<file path="config.mk">
export PLATFORM = sky130hd
export DESIGN_NAME = mem_arbiter
export DESIGN_NICKNAME = d
export VERILOG_FILES = /design/src/rtl/mem_arbiter.sv
export SDC_FILE = /design/constraint.sdc
export NUM_CORES = 1
export LEC_CHECK = 0
export BUFFER_PORTS_ARGS = -buffer_cell sky130_fd_sc_hd__buf_2
export CELL_PAD_IN_SITES_DETAIL_PLACEMENT = 0
export CELL_PAD_IN_SITES_GLOBAL_PLACEMENT = 1
export CORE_AREA = 2 2 102 104
export CTS_CLUSTER_DIAMETER = 30
export DETAILED_ROUTE_END_ITERATION = 10
export DIE_AREA = 0 0 104 106
export PLACE_DENSITY = 0.95
export SLEW_MARGIN = 20
export SYNTH_ARGS = -nofsm -noshare
export SYNTH_HDL_FRONTEND = slang
export SYNTH_SLANG_ARGS = --single-unit
</file>
<file path="constraint.sdc">
create_clock -name CLK -period 4.5 [get_ports CLK]
set_input_delay 0.9 -clock CLK [delete_from_list [all_inputs] [get_ports CLK]]
set_output_delay 0.9 -clock CLK [all_outputs]
set_load 0.02 [all_outputs]
</file>
<file path="src/rtl/mem_arbiter.sv">
// ---------------------------------------------------------------------------
// mem_arbiter
//   Responder end of the cache bus. Serves dcache (dREN/dWEN) and icache
//   (iREN) word requests onto a single shared RAM port.
//     - dcache has priority over icache.
//     - After the even word of a 2-word dcache block completes, the bus
//       stays reserved for the dcache for LOCK_CYC cycles so that the odd
//       word can follow without the icache slipping in.
//     - After MAX_DGRANT consecutive dcache grants, a waiting icache request
//       is forced through ahead of the dcache.
//
// Ports
//   CLK, nRST                 clock (rising edge), async active-low reset
//   dREN, dWEN, daddr, dstore dcache request, word address, write data
//   dwait, dload              dcache handshake (0 = done) and read data
//   iREN, iaddr               icache request and word address
//   iwait, iload              icache handshake (0 = done) and read data
//   ramREN, ramWEN            RAM read / write strobes
//   ramaddr, ramstore         RAM address / write data
//   ramload, ram_rdy          RAM read data / access-complete
// ---------------------------------------------------------------------------
module mem_arbiter #(
  parameter int unsigned LOCK_CYC   = 4,
  parameter int unsigned MAX_DGRANT = 8
) (
  input  logic        CLK,
  input  logic        nRST,
  input  logic        dREN,
  input  logic        dWEN,
  input  logic [31:0] daddr,
  input  logic [31:0] dstore,
  output logic        dwait,
  output logic [31:0] dload,
  input  logic        iREN,
  input  logic [31:0] iaddr,
  output logic        iwait,
  output logic [31:0] iload,
  output logic        ramREN,
  output logic        ramWEN,
  output logic [31:0] ramaddr,
  output logic [31:0] ramstore,
  input  logic [31:0] ramload,
  input  logic        ram_rdy
);

  localparam int unsigned LW = $clog2(LOCK_CYC + 1);
  localparam int unsigned DW = $clog2(MAX_DGRANT + 1);
  localparam logic [LW-1:0] LOCK_LAST  = LW'(LOCK_CYC - 1);
  localparam logic [DW-1:0] DGRANT_MAX = DW'(MAX_DGRANT);

  typedef enum logic [1:0] {
    IDLE,
    DACC,
    DLOCK,
    IACC
  } state_t;

  state_t          state_q,  state_d;
  logic [LW-1:0]   lock_q,   lock_d;
  logic [DW-1:0]   dgrant_q, dgrant_d;
  logic            dreq;

  assign dreq = dREN | dWEN;

  // Next-state and counter logic
  always_comb begin
    state_d  = state_q;
    lock_d   = lock_q;
    dgrant_d = dgrant_q;
    unique case (state_q)
      IDLE: begin
        // Starvation tracking only matters while an icache request waits.
        if (!iREN) dgrant_d = '0;
        if (dreq && !(iREN && (dgrant_q == DGRANT_MAX))) state_d = DACC;
        else if (iREN)                                  state_d = IACC;
      end
      DACC: begin
        if (!dreq) begin
          state_d = IDLE;
        end else if (ram_rdy) begin
          if (dgrant_q != DGRANT_MAX) dgrant_d = dgrant_q + 1'b1;
          // Even word of a block: hold the bus for the odd word.
          if (!daddr[2]) begin
            state_d = DLOCK;
            lock_d  = '0;
          end else begin
            state_d = IDLE;
          end
        end
      end
      DLOCK: begin
        if (dreq) begin
          state_d = DACC;
        end else begin
          lock_d = lock_q + 1'b1;
          if (lock_q == LOCK_LAST) state_d = IDLE;
        end
      end
      IACC: begin
        if (!iREN) begin
          state_d = IDLE;
        end else if (ram_rdy) begin
          state_d  = IDLE;
          dgrant_d = '0;
        end
      end
      default: state_d = IDLE;
    endcase
  end

  always_ff @(posedge CLK or negedge nRST) begin
    if (!nRST) begin
      state_q  <= IDLE;
      lock_q   <= '0;
      dgrant_q <= '0;
    end else begin
      state_q  <= state_d;
      lock_q   <= lock_d;
      dgrant_q <= dgrant_d;
    end
  end

  // Bus outputs are decoded from the registered state; the request inputs
  // gate the strobes so an abandoned access drops them in the same cycle.
  always_comb begin
    dwait    = 1'b1;
    iwait    = 1'b1;
    dload    = '0;
    iload    = '0;
    ramREN   = 1'b0;
    ramWEN   = 1'b0;
    ramaddr  = '0;
    ramstore = '0;
    unique case (state_q)
      DACC: begin
        ramaddr  = daddr;
        ramstore = dstore;
        ramWEN   = dWEN;
        ramREN   = dREN & ~dWEN;
        dload    = ramload;
        dwait    = ~(dreq & ram_rdy);
      end
      IACC: begin
        ramaddr = iaddr;
        ramREN  = iREN;
        iload   = ramload;
        iwait   = ~(iREN & ram_rdy);
      end
      default: ;
    endcase
  end

endmodule

</file>
**Word-level counts from Yosys, hierarchy flattened**

Cells that the tools add are included.

- Multiplexer cells: 30
- Add/sub/neg operators: 2
- Bitwise gates (word level): 7
- Reductions and logical operators: 9
- Equal/unequal tests: 18

Operators with widths:

| operator | count |
|---|---|
| $mux W32 | 3 |
| $pmux W32 S2 | 1 |
| $mux W4 | 6 |
| $mux W2 | 9 |
| $ne A2 B2 Y1 const B | 8 |
| $mux W3 | 4 |
| $ne A3 B3 Y1 const B | 4 |
| $pmux W4 S3 | 1 |
| $pmux W2 S4 | 1 |
| $reduce_and A7 Y1 | 1 |
| $pmux W3 S2 | 1 |
| $reduce_and A5 Y1 | 1 |
| $add A4 B1 Y4 const B | 1 |
| $eq A2 B2 Y1 const B | 2 |
| $eq A4 B4 Y1 const B | 1 |
| $ne A4 B4 Y1 const B | 1 |
| $reduce_and A4 Y1 | 1 |
| $add A3 B1 Y3 const B | 1 |
| $and A1 B1 Y1 | 3 |
| $eq A3 B2 Y1 const B | 1 |
| $mux W1 | 3 |
| $not A1 Y1 | 3 |
| $reduce_bool A3 Y1 | 1 |
| $eq A2 B1 Y1 const B | 1 |
| 6 further kinds | 7 |

- Register bits: 9
- Logic and storage cells: 69

**Logic depth before layout (Yosys ltp)**

Gate-level depths: netlist (run 1).

- Word-level depth: 6
- Gate-level depth with buffers: 6

**Worst setup path before layout (run 1)**

Ideal clock, no wire load.

- Kind: in2out
- Start: input dWEN
- End: output ramREN
- Arrival time: 1,403 ps
- Stages: 3
- Path slack: 2,197 ps
- Required time: 3,600 ps
- Cell sequence: nor3b_1 > a21oi_1 > nor2_1

- Cells in the longest elaborated chain, start to end: 3

RTL lines:

| what | line | source |
|---|---|---|
| start: declaration | 29 | `input logic dWEN,` |
| $not A1 Y1 | 139 | `ramREN = dREN & ~dWEN;` |
| $and A1 B1 Y1 | 139 |  |
| $pmux W1 S2 | 134 | `unique case (state_q)` |
| end: declaration | 38 | `output logic ramREN,` |

No other way between the ends.

**Final worst setup path (run 1)**

- Start: register state_q[0]
- End: output ramaddr[24]

- Cells in the longest elaborated chain, start to end: 2
- Elaborated cells on any way between the ends: 3
- Those cells by class: eq/ne: 2; mux: 1

RTL lines:

| what | line | source |
|---|---|---|
| start: declaration | 58 | `state_t state_q, state_d;` |
| start signal: assignment | 117 | `state_q <= state_d;` |
| $eq A2 B2 Y1 or $eq A2 B1 Y1 (tied branches) | 134 |  |
| $pmux W32 S2 * | 134 |  |
| end: declaration | 40 | `output logic [31:0] ramaddr,` |

Mark *: on every way between the ends. The rest lies on a longest branch, timed or not.

==> results.md, run 1 <==
* Worst-path cell chain: buf_4 -> clkinv_1 -> nor2_1 -> buf_2
* # rows at 37
* Placer Congestion at 0.856
* CP max stage delay at 0.79 ns
* WL final at roughly 8000 µm
* Slew headroom at 38.5%
* Residual DRC at 0
* H-tree depth at 1
* Post-synth EDFFs at 0
* Clock Path Buffers at 2
* Setup TNS at 0 ns
* Initial Util at between 10% and 20%
* Clk sinks at 9
* DIE AREA at about 0.011 mm²
* Total gr overflow at 0
* Total number of vias at about 2600
* Max Cap Viol at 0
* Leak Pwr at a little over 2 nW
* #FFs+latches synth at 9
* Setup WS pre-CTS at roughly 1.4 ns
* Hold Fails Final Rpt at 0
* Max Slew Vio Count at 0
* Multi-input gate area at 0.00141 mm²
* Postcts setup bufs at 0
* Drt wl/cell at approximately 12 µm
* Arr. time, crit path at 2.43 ns
* CTS tree: built
* Synth top cells by count: and2_1, mux2i_1, nor2_1
* Total power at between 1.5 and 2 mW
* Vias in the first global route at 2407
* Buffers on Ports at roughly 270
* Top_reg_cell synth: dfrtp_1
* Area fraction of the dominant cell type after synthesis at 23.8%
* Slew @ Worst Pin at 0.917 ns
* Crit path kind: reg2out
* Unrepaired setup endpoints after global routing: false
* Initial antenna violation count at 0
* Setup Viol. Count Final at 0
* Syn_nets at 389
* Crit path max-delay family: buffers and inverters
* Number of distinct library cells after synthesis at 37
* Cts hold-fix bufs at 0
* Worst path bufs/invs at 3
* Sequential area share after synthesis at between 10% and 20%
* Synth area leaders: and2_1, mux2i_1, dfrtp_1
* Critical Path Sink Type: primary output
* Area of the core at about 0.01 mm²
* Mapped Cells at 251
* Die Y at 106 µm
* DR pass1 iterations at 4
* Storage cell area at between 200 and 250 µm²
* First-pass GRT wire length at ~12000 µm
* Count leader, synth: and2_1
* CTS Buf Count at 3
* Status: completed
* Final ANT Viol Nets at 0
* Area leader, netlist: and2_1
* Fillers at between 1000 and 1500
* Hpwl dp at approximately 6700 µm
* Ys Warns at 0
* Resized Gates After CTS at 0
* Critical path launch point type: register
* Area Overhead vs Synth at 84.3%
* Total power density per cell area at roughly 600 mW/mm²
* Layout cells sized above 1 at 56.0%
* Max Fanout on Critical Path at 34
* Root Driver: clkbuf_8
* Reg clk slew, reported paths at 0.05 ns
* Period utilisation layout at between 70% and 80%
* Gr usage total at between 10% and 20%
* Vias/cell at 4.16
* Clk_lat worst skew at 0.24 ns
* Minimum clock period at approximately 3.3 ns
* IO Count at 266
* Largest net degree at the start of global routing at 72
* Final clock skew at around 0.0045 ns
* Inserted Diodes at 0
* Final nets at approximately 640
* Worst Path Required at 3.60 ns
* Avg Cell Area, Syn at approximately 7 µm²
* PnR worst setup slack at ~1.2 ns
* DRT iter0 DRCs at between 100 and 150
* Die width at roughly 100 µm
* Slowest cell on crit path: clkinv_1
* Worst Hold Class: reg2reg
* Netlist area before placement at 0.00176 mm²
* Worst vdd ir at roughly 0.26 mV
* Async set or reset register ratio after synthesis at 100%
* Fmax at between 300 and 400 MHz
-- registers in the layout, summed over array words and instances (netlist names) --
signal / cells
dgrant_q: 4
state_q: 2
lock_q: 3
-- placed cells by master (no fill, tap or decap), types with 2 or more instances in the layout --
cell type / instances
buf_2: 265
and2_1: 67
mux2i_1: 33
nor2_1: 33
and3_1: 32
dfrtp_1: 8
inv_1: 6
nand3_1: 5
nand2b_1: 4
ha_1: 4
nand2_1: 3
o21ai_0: 3
clkbuf_8: 3
a21oi_1: 2
nand4_1: 2
o21ai_2: 2
o22ai_1: 2
o221ai_1: 2
o21ai_1: 2
buf_4: 2
-- path summary, 6_finish.rpt --
path	slack, ns	end	startpoint	cells after the start
max	1.17	ramaddr[24]	state_q[0]	4
min	0.48	lock_q[0]	lock_q[0]	1
max reg2reg	2.02	lock_q[1]	state_q[0]	5
min reg2reg	0.48	lock_q[0]	lock_q[0]	1
max in group asynchronous	3.80	state_q[1]	nRST	1
min in group asynchronous	0.51	lock_q[2]	nRST	1
-- kinds of logic (layout without fill, tap and decap cells) --
group | Yosys count | in the layout | synth area share (%)
simple gates | 154 | 154 | 49.7
buf+inv | 31 | 280 | 7.61
fa+ha+maj | 4 | 4 | 2.85
mux | 34 | 34 | 19.4
flops | 9 | 9 | 12.8
compound gates | 19 | 19 | 7.62
-- stage by stage --
stage / hold slack (ns) / instances / util [%] / area [µm²]
5_1_grt: 0.511 / 636 / 32.4 / 3240
6_report: 0.481 / 636 / 32.4 / 3240
3_5_place_dp: 0.482 / 631 / 31.7 / 3170
3_3_place_gp: 0.468 / 631 / 31.7 / 3170
4_1_cts: 0.488 / 635 / 32.2 / 3220
2_1_floorplan: 0.457 / 251 / - / 1760
-- power by group --
part	switching [mW]	leakage, nW	total (mW)	internal (mW)
clock network	0.0331	0.0228	0.0950	0.0618
registers	0.0659	0.118	0.171	0.106
logic	1.08	1.87	1.71	0.637
-- routing by layer --
layer | global-route usage (%) | vias to the layer above | part of all wire, %
met2 | 25.9 | 168 | 51
met3 | 2.76 | 6 | 11
met5 | 0 | - | 0
li1 | - | 1339 | -
met1 | 13.9 | 1131 | 37
met4 | 1.83 | 0 | 0.76
-- layout make-up --
cell class                 count  share of cell area (%)
multi-input combinational    211                    43.4
timing repair buffer         268                    42.0
sequential                     9                    6.99
tap                          136                    5.25
clock buffer                   4                    1.39
inverter                       8                   0.927
Note: power is estimated with default switching activity, not from simulation.
==> inputs of run 2 (changes only) <==
--- a/config.mk
+++ b/config.mk
@@ -8,11 +8,10 @@
 export BUFFER_PORTS_ARGS = -buffer_cell sky130_fd_sc_hd__buf_2
 export CELL_PAD_IN_SITES_DETAIL_PLACEMENT = 0
 export CELL_PAD_IN_SITES_GLOBAL_PLACEMENT = 1
-export CORE_AREA = 2 2 102 104
+export CORE_UTILIZATION = 15
 export CTS_CLUSTER_DIAMETER = 30
 export DETAILED_ROUTE_END_ITERATION = 10
-export DIE_AREA = 0 0 104 106
-export PLACE_DENSITY = 0.95
+export PLACE_DENSITY = 0.88
 export SLEW_MARGIN = 20
 export SYNTH_ARGS = -nofsm -noshare
 export SYNTH_HDL_FRONTEND = slang
==> constraint.sdc (replaced) <==
create_clock -name CLK -period 3 [get_ports CLK]
set_input_delay 0.6 -clock CLK [delete_from_list [all_inputs] [get_ports CLK]]
set_output_delay 0.6 -clock CLK [all_outputs]
set_load 0.02 [all_outputs]
==> results.md, run 2 (synthesis results as in run 1) <==
* Final nets at about 640
* DIE AREA at roughly 0.012 mm²
* IO Count at ~270
* Worst R2R Path Depth at 6
* Reg clk slew, reported paths at approximately 0.040 ns
* Clk sinks at 9
* Vias in the first global route at roughly 2400
* Final ANT Viol Nets at 0
* Fmax at 425 MHz
* Slew headroom at 63.6%
* Cell Count, Final, Fillers Out at 646
* Total gr overflow at 0
* Commonest non-fill, non-tap cell in the layout: buf_2
* First-pass GRT wire length at between 10000 and 15000 µm
* Resized Gates After CTS at 0
* FF-to-FF Start: state_q[0]
* Hpwl dp at 6960 µm
* Placer Congestion at between 0.7 and 0.8
* Total power density per cell area at ~940 mW/mm²
* Crit path kind: reg2out
* Postcts setup bufs at 0
* Clk_lat worst skew at between 0.2 and 0.25 ns
* Total number of vias at between 2000 and 3000
* FF-to-FF End: lock_q[2]
* Worst vdd ir at roughly 0.42 mV
* Critical path launch point type: register
* Largest net degree at the start of global routing at 43
* Max Slew Vio Count at 0
* Max Cap Viol at 0
* Buffers on Ports at between 200 and 300
* Critical Path Sink Type: primary output
* Multi-input gate area at 0.00141 mm²
* # rows at 39
* Setup Viol. Count Final at 0
* R2R setup slack at roughly 1.1 ns
* Final clock skew at 0.000334 ns
* Gr usage total at roughly 13%
* CTS tree: built
* Setup TNS at 0 ns
* Reg with most FFs: dgrant_q
* Clock Path Buffers at 2
* Initial antenna violation count at 1
* Worst Path Required at roughly 2.4 ns
* Hold Fails Final Rpt at 0
* Drt wl/cell at 12.8 µm
* Storage cell area at roughly 230 µm²
* Slew @ Worst Pin at about 0.55 ns
* CP Launch Point: state_q[1]
* Die width at between 100 and 150 µm
* Max Fanout on Critical Path at 24
* Root Driver: clkbuf_16
* Arr. time, crit path at approximately 1.8 ns
* Area Overhead vs Synth at 87.3%
* Period utilisation layout at between 70% and 80%
* Worst Hold Class: in2async
* Status: completed
* Unrepaired setup endpoints after global routing: false
* Fillers at ~1300
* WL final at 8290 µm
* Max reg flops at 4
* Inserted Diodes at 0
* Area of the core at about 0.011 mm²
* CTS Buf Count at 3
* DR pass1 iterations at 6
* DRT iter0 DRCs at about 150
* Layout cells sized above 1 at roughly 56%
* Residual DRC at 0
* End of the critical path: dload[11]
* H-tree depth at 1
* Largest regs: dgrant_q x4, lock_q x3, state_q x2
* Vias/cell at 4.17
* Worst-path cell chain: nor2b_4 -> buf_4 -> and2_1 -> buf_2
* Commonest non-fill, non-tap cells in the layout: buf_2, and2_1, mux2i_1, nor2_1, and3_1
* Placed Cells at between 600 and 700
* Initial Util at 15.4%
* CP max stage delay at approximately 0.42 ns
* Die Y at about 110 µm
* Minimum clock period at ~2.4 ns
* Leak Pwr at between 2 and 2.5 nW
* Slowest cell on crit path: dfrtp_2
* Cts hold-fix bufs at 0
==> run 2: changes by cell type in the layout (fill, tap and decap cells not counted), sizes merged <==
cell,delta
buf,+3
==> run 2: final cells by class <==
cell class                      instances  share of cell area (%)
Inverter                                8                   0.912
Timing Repair Buffer                  271                    41.7
Multi-Input combinational cell        211                    42.7
Tap cell                              143                    5.44
Sequential cell                         9                    6.88
Clock buffer                            4                    2.39
==> run 2: worst min-delay path by stage <==
| stage | slack, ns | end | depth (start not counted) | startpoint |
|---|---|---|---|---|
| after floorplan | 0.30 | dgrant_q[0] | 0 | nRST |
| after global routing | 0.24 | dgrant_q[3] | 1 | nRST |
| after detailed placement | 0.47 | dgrant_q[2] | 1 | nRST |
| final | 0.21 | dgrant_q[2] | 1 | nRST |
| after CTS | 0.22 | dgrant_q[2] | 1 | nRST |
| after global placement | 0.47 | dgrant_q[2] | 1 | nRST |
==> run 2: critical path, delay by kind of cell (launching register included) <==
kind | cells | cell delay (ns)
flip-flops | 1 | 0.42
AND/OR/NAND/NOR | 2 | 0.60
buffers and inverters | 2 | 0.49
==> run 2: where the power goes <==
group / internal [mW] / total, mW / switching [mW]
clock: 0.178 / 0.237 / 0.0592
sequential: 0.160 / 0.191 / 0.0311
combinational: 0.962 / 2.68 / 1.72
==> run 2: metrics by stage <==
| stage | util [%] | instance area (µm²) | worst slack [ns] | total power [mW] | hold slack, ns |
|---|---|---|---|---|---|
| 2_1_floorplan | - | 1760 | 1.17 | 2.02 | 0.304 |
| 3_3_place_gp | 28.1 | 3210 | 0.876 | 2.89 | 0.469 |
| 3_5_place_dp | 28.1 | 3210 | 0.865 | 2.90 | 0.468 |
| 4_1_cts | 28.8 | 3290 | 0.607 | 3.15 | 0.220 |
| 5_1_grt | 28.8 | 3290 | 0.550 | 3.38 | 0.239 |
| 6_report | 28.8 | 3290 | 0.650 | 3.11 | 0.213 |
==> run 2: per-layer routing <==
metal | vias up | routed length [µm] | track usage (%)
li1 | 1348 | - | -
met3 | 13 | 659 | 2.00
met1 | 1174 | 3280 | 14.6
met4 | 0 | 138 | 2.44
met5 | - | 0 | 0
met2 | 161 | 4210 | 24.0
==> inputs of run 3 (changes only) <==
==> constraint.sdc (replaced) <==
create_clock -name CLK -period 2.1 [get_ports CLK]
set_input_delay 0.42 -clock CLK [delete_from_list [all_inputs] [get_ports CLK]]
set_output_delay 0.42 -clock CLK [all_outputs]
set_load 0.02 [all_outputs]
==> results.md, run 3 (synthesis results as in run 1) <==
* Total power density per cell area at about 1400 mW/mm²
* # rows at 39
* Inserted Diodes at 0
* Minimum clock period at 1.94 ns
* Gr usage total at approximately 13%
* Placer Congestion at approximately 0.81
* Final ANT Viol Nets at 0
* Max Cap Viol at 0
* Max Fanout on Critical Path at 36
* Largest regs: dgrant_q x4, lock_q x3, state_q x2
* DIE AREA at about 0.012 mm²
* First-pass GRT wire length at between 10000 and 15000 µm
* Total number of vias at roughly 2600
* Worst R2R Path Depth at 4
* Placed Cells at approximately 640
* Final nets at around 640
* Max reg flops at 4
* Drt wl/cell at between 10 and 15 µm
* Setup Viol. Count Final at 0
* Area of the core at roughly 0.011 mm²
* Commonest non-fill, non-tap cell in the layout: buf_2
* WL final at between 8000 and 9000 µm
* Slowest cell on crit path: dfrtp_1
* Die width at 110 µm
* Worst Path Required at 1.68 ns
* Unrepaired setup endpoints after global routing: false
* Reg clk slew, reported paths at ~0.04 ns
* FF-to-FF End: lock_q[2]
* Area Overhead vs Synth at 90.3%
* CP max stage delay at roughly 0.48 ns
* Clk sinks at 9
* Storage cell area at ~230 µm²
* Initial Util at between 15 and 20%
* Crit path kind: reg2out
* Arr. time, crit path at ~1.5 ns
* Critical path launch point type: register
* H-tree depth at 1
* Fillers at around 1300
* Residual DRC at 0
* Slew @ Worst Pin at about 0.32 ns
* Worst path bufs/invs at 2
* Leak Pwr at roughly 2.1 nW
* Clock Path Buffers at 2
* CTS tree: built
* Layout cells sized above 1 at between 50% and 60%
* Critical Path Sink Type: primary output
* Largest net degree at the start of global routing at just over 40
* Period utilisation layout at slightly above 90%
* Setup TNS at 0 ns
* Commonest non-fill, non-tap cells in the layout: buf_2, and2_1, mux2i_1, nor2_1, and3_1
* Max Slew Vio Count at 0
* Initial antenna violation count at 0
* DR pass1 iterations at 4
* FF-to-FF Start: state_q[1]
* Fmax at a little over 500 MHz
* Die Y at about 110 µm
* Crit path max-delay family: flip-flops
* Worst Hold Class: in2async
* Cts hold-fix bufs at 0
* Reg with most FFs: dgrant_q
* Worst vdd ir at approximately 0.63 mV
* Multi-input gate area at 0.00141 mm²
* Final clock skew at roughly 0.0027 ns
* CTS Buf Count at 3
* Root Driver: clkbuf_16
* Worst-path cell chain: nor2b_4 -> buf_6 -> and2_1 -> buf_2
* IO Count at ~270
* Buffers on Ports at around 270
* Clk_lat worst skew at 0.23 ns
* Vias in the first global route at 2256
* Hpwl dp at approximately 7000 µm
* Hold Fails Final Rpt at 0
* Status: completed
* Total gr overflow at 0
* Cell Count, Final, Fillers Out at approximately 650
* R2R setup slack at between 0.5 and 0.6 ns
* DRT iter0 DRCs at 94
* Slew headroom at between 70 and 80%
* Vias/cell at ~4.1
[run 3: cell types whose count changed in the layout (fill, tap and decap cells not counted)]
cell / previous run / this run
buf_4: 6 / 1
buf_12: 0 / 4
buf_6: 0 / 1
[run 3: power by group]
| part | switching (mW) | internal [mW] | leakage [nW] |
|---|---|---|---|
| logic | 2.41 | 1.48 | 1.90 |
| registers | 0.0913 | 0.228 | 0.118 |
| clock network | 0.0790 | 0.253 | 0.0382 |
[run 3: worst max path at each step]
| stage | start | to | slack (ns) | cells past startpoint |
|---|---|---|---|---|
| 2_1_floorplan | state_q[1] | ramREN | 0.45 | 5 |
| 3_3_place_gp | state_q[1] | ramaddr[24] | 0.38 | 4 |
| 3_5_place_dp | state_q[0] | dload[22] | 0.32 | 4 |
| 4_1_cts | state_q[0] | dload[22] | 0.07 | 4 |
| 5_1_grt | state_q[1] | ramaddr[24] | 0.02 | 4 |
| 6_report | state_q[0] | ramstore[21] | 0.16 | 4 |
[run 3: area by class of cell]
cell class / count / share of cell area, %
clock buffers: 4 / 2.36
inverters: 8 / 0.898
multi-input cells: 211 / 42.0
flip-flops and latches: 9 / 6.77
well taps: 143 / 5.35
repair buffers: 271 / 42.6
[run 3: routing by layer]
metal / GRT usage (%) / share of wire, % / vias to the layer above
met2: 23.6 / 51 / 147
met1: 15.0 / 41 / 1134
met5: 0 / 0 / -
li1: - / - / 1344
met3: 1.82 / 7.1 / 7
met4: 2.63 / 0.92 / 0
[run 3: repair_timing]
item                                   in CTS  in global routing
buffers inserted                            0                  0
setup endpoints to repair                   0                 26
resized for setup                           0                  1
endpoints found under the hold margin       0                  0
[run 3: worst register-to-register path, cell delays in order (launching register included)]
cell	delay [ns]
dfrtp_2	0.53
buf_12	0.25
nand3_1	0.19
or4_4	0.45
o21ai_2	0.07
[run 3: metrics by stage]
step,instance area (µm²),power [mW],util (%),setup WS [ns],hold WS (ns)
2_1_floorplan,1760,2.89,-,0.448,0.124
3_3_place_gp,3260,4.24,28.6,0.378,0.281
3_5_place_dp,3260,4.26,28.6,0.324,0.281
4_1_cts,3340,4.60,29.3,0.0733,0.0346
5_1_grt,3350,4.94,29.3,0.0223,0.0427
6_report,3350,4.55,29.3,0.157,0.0326
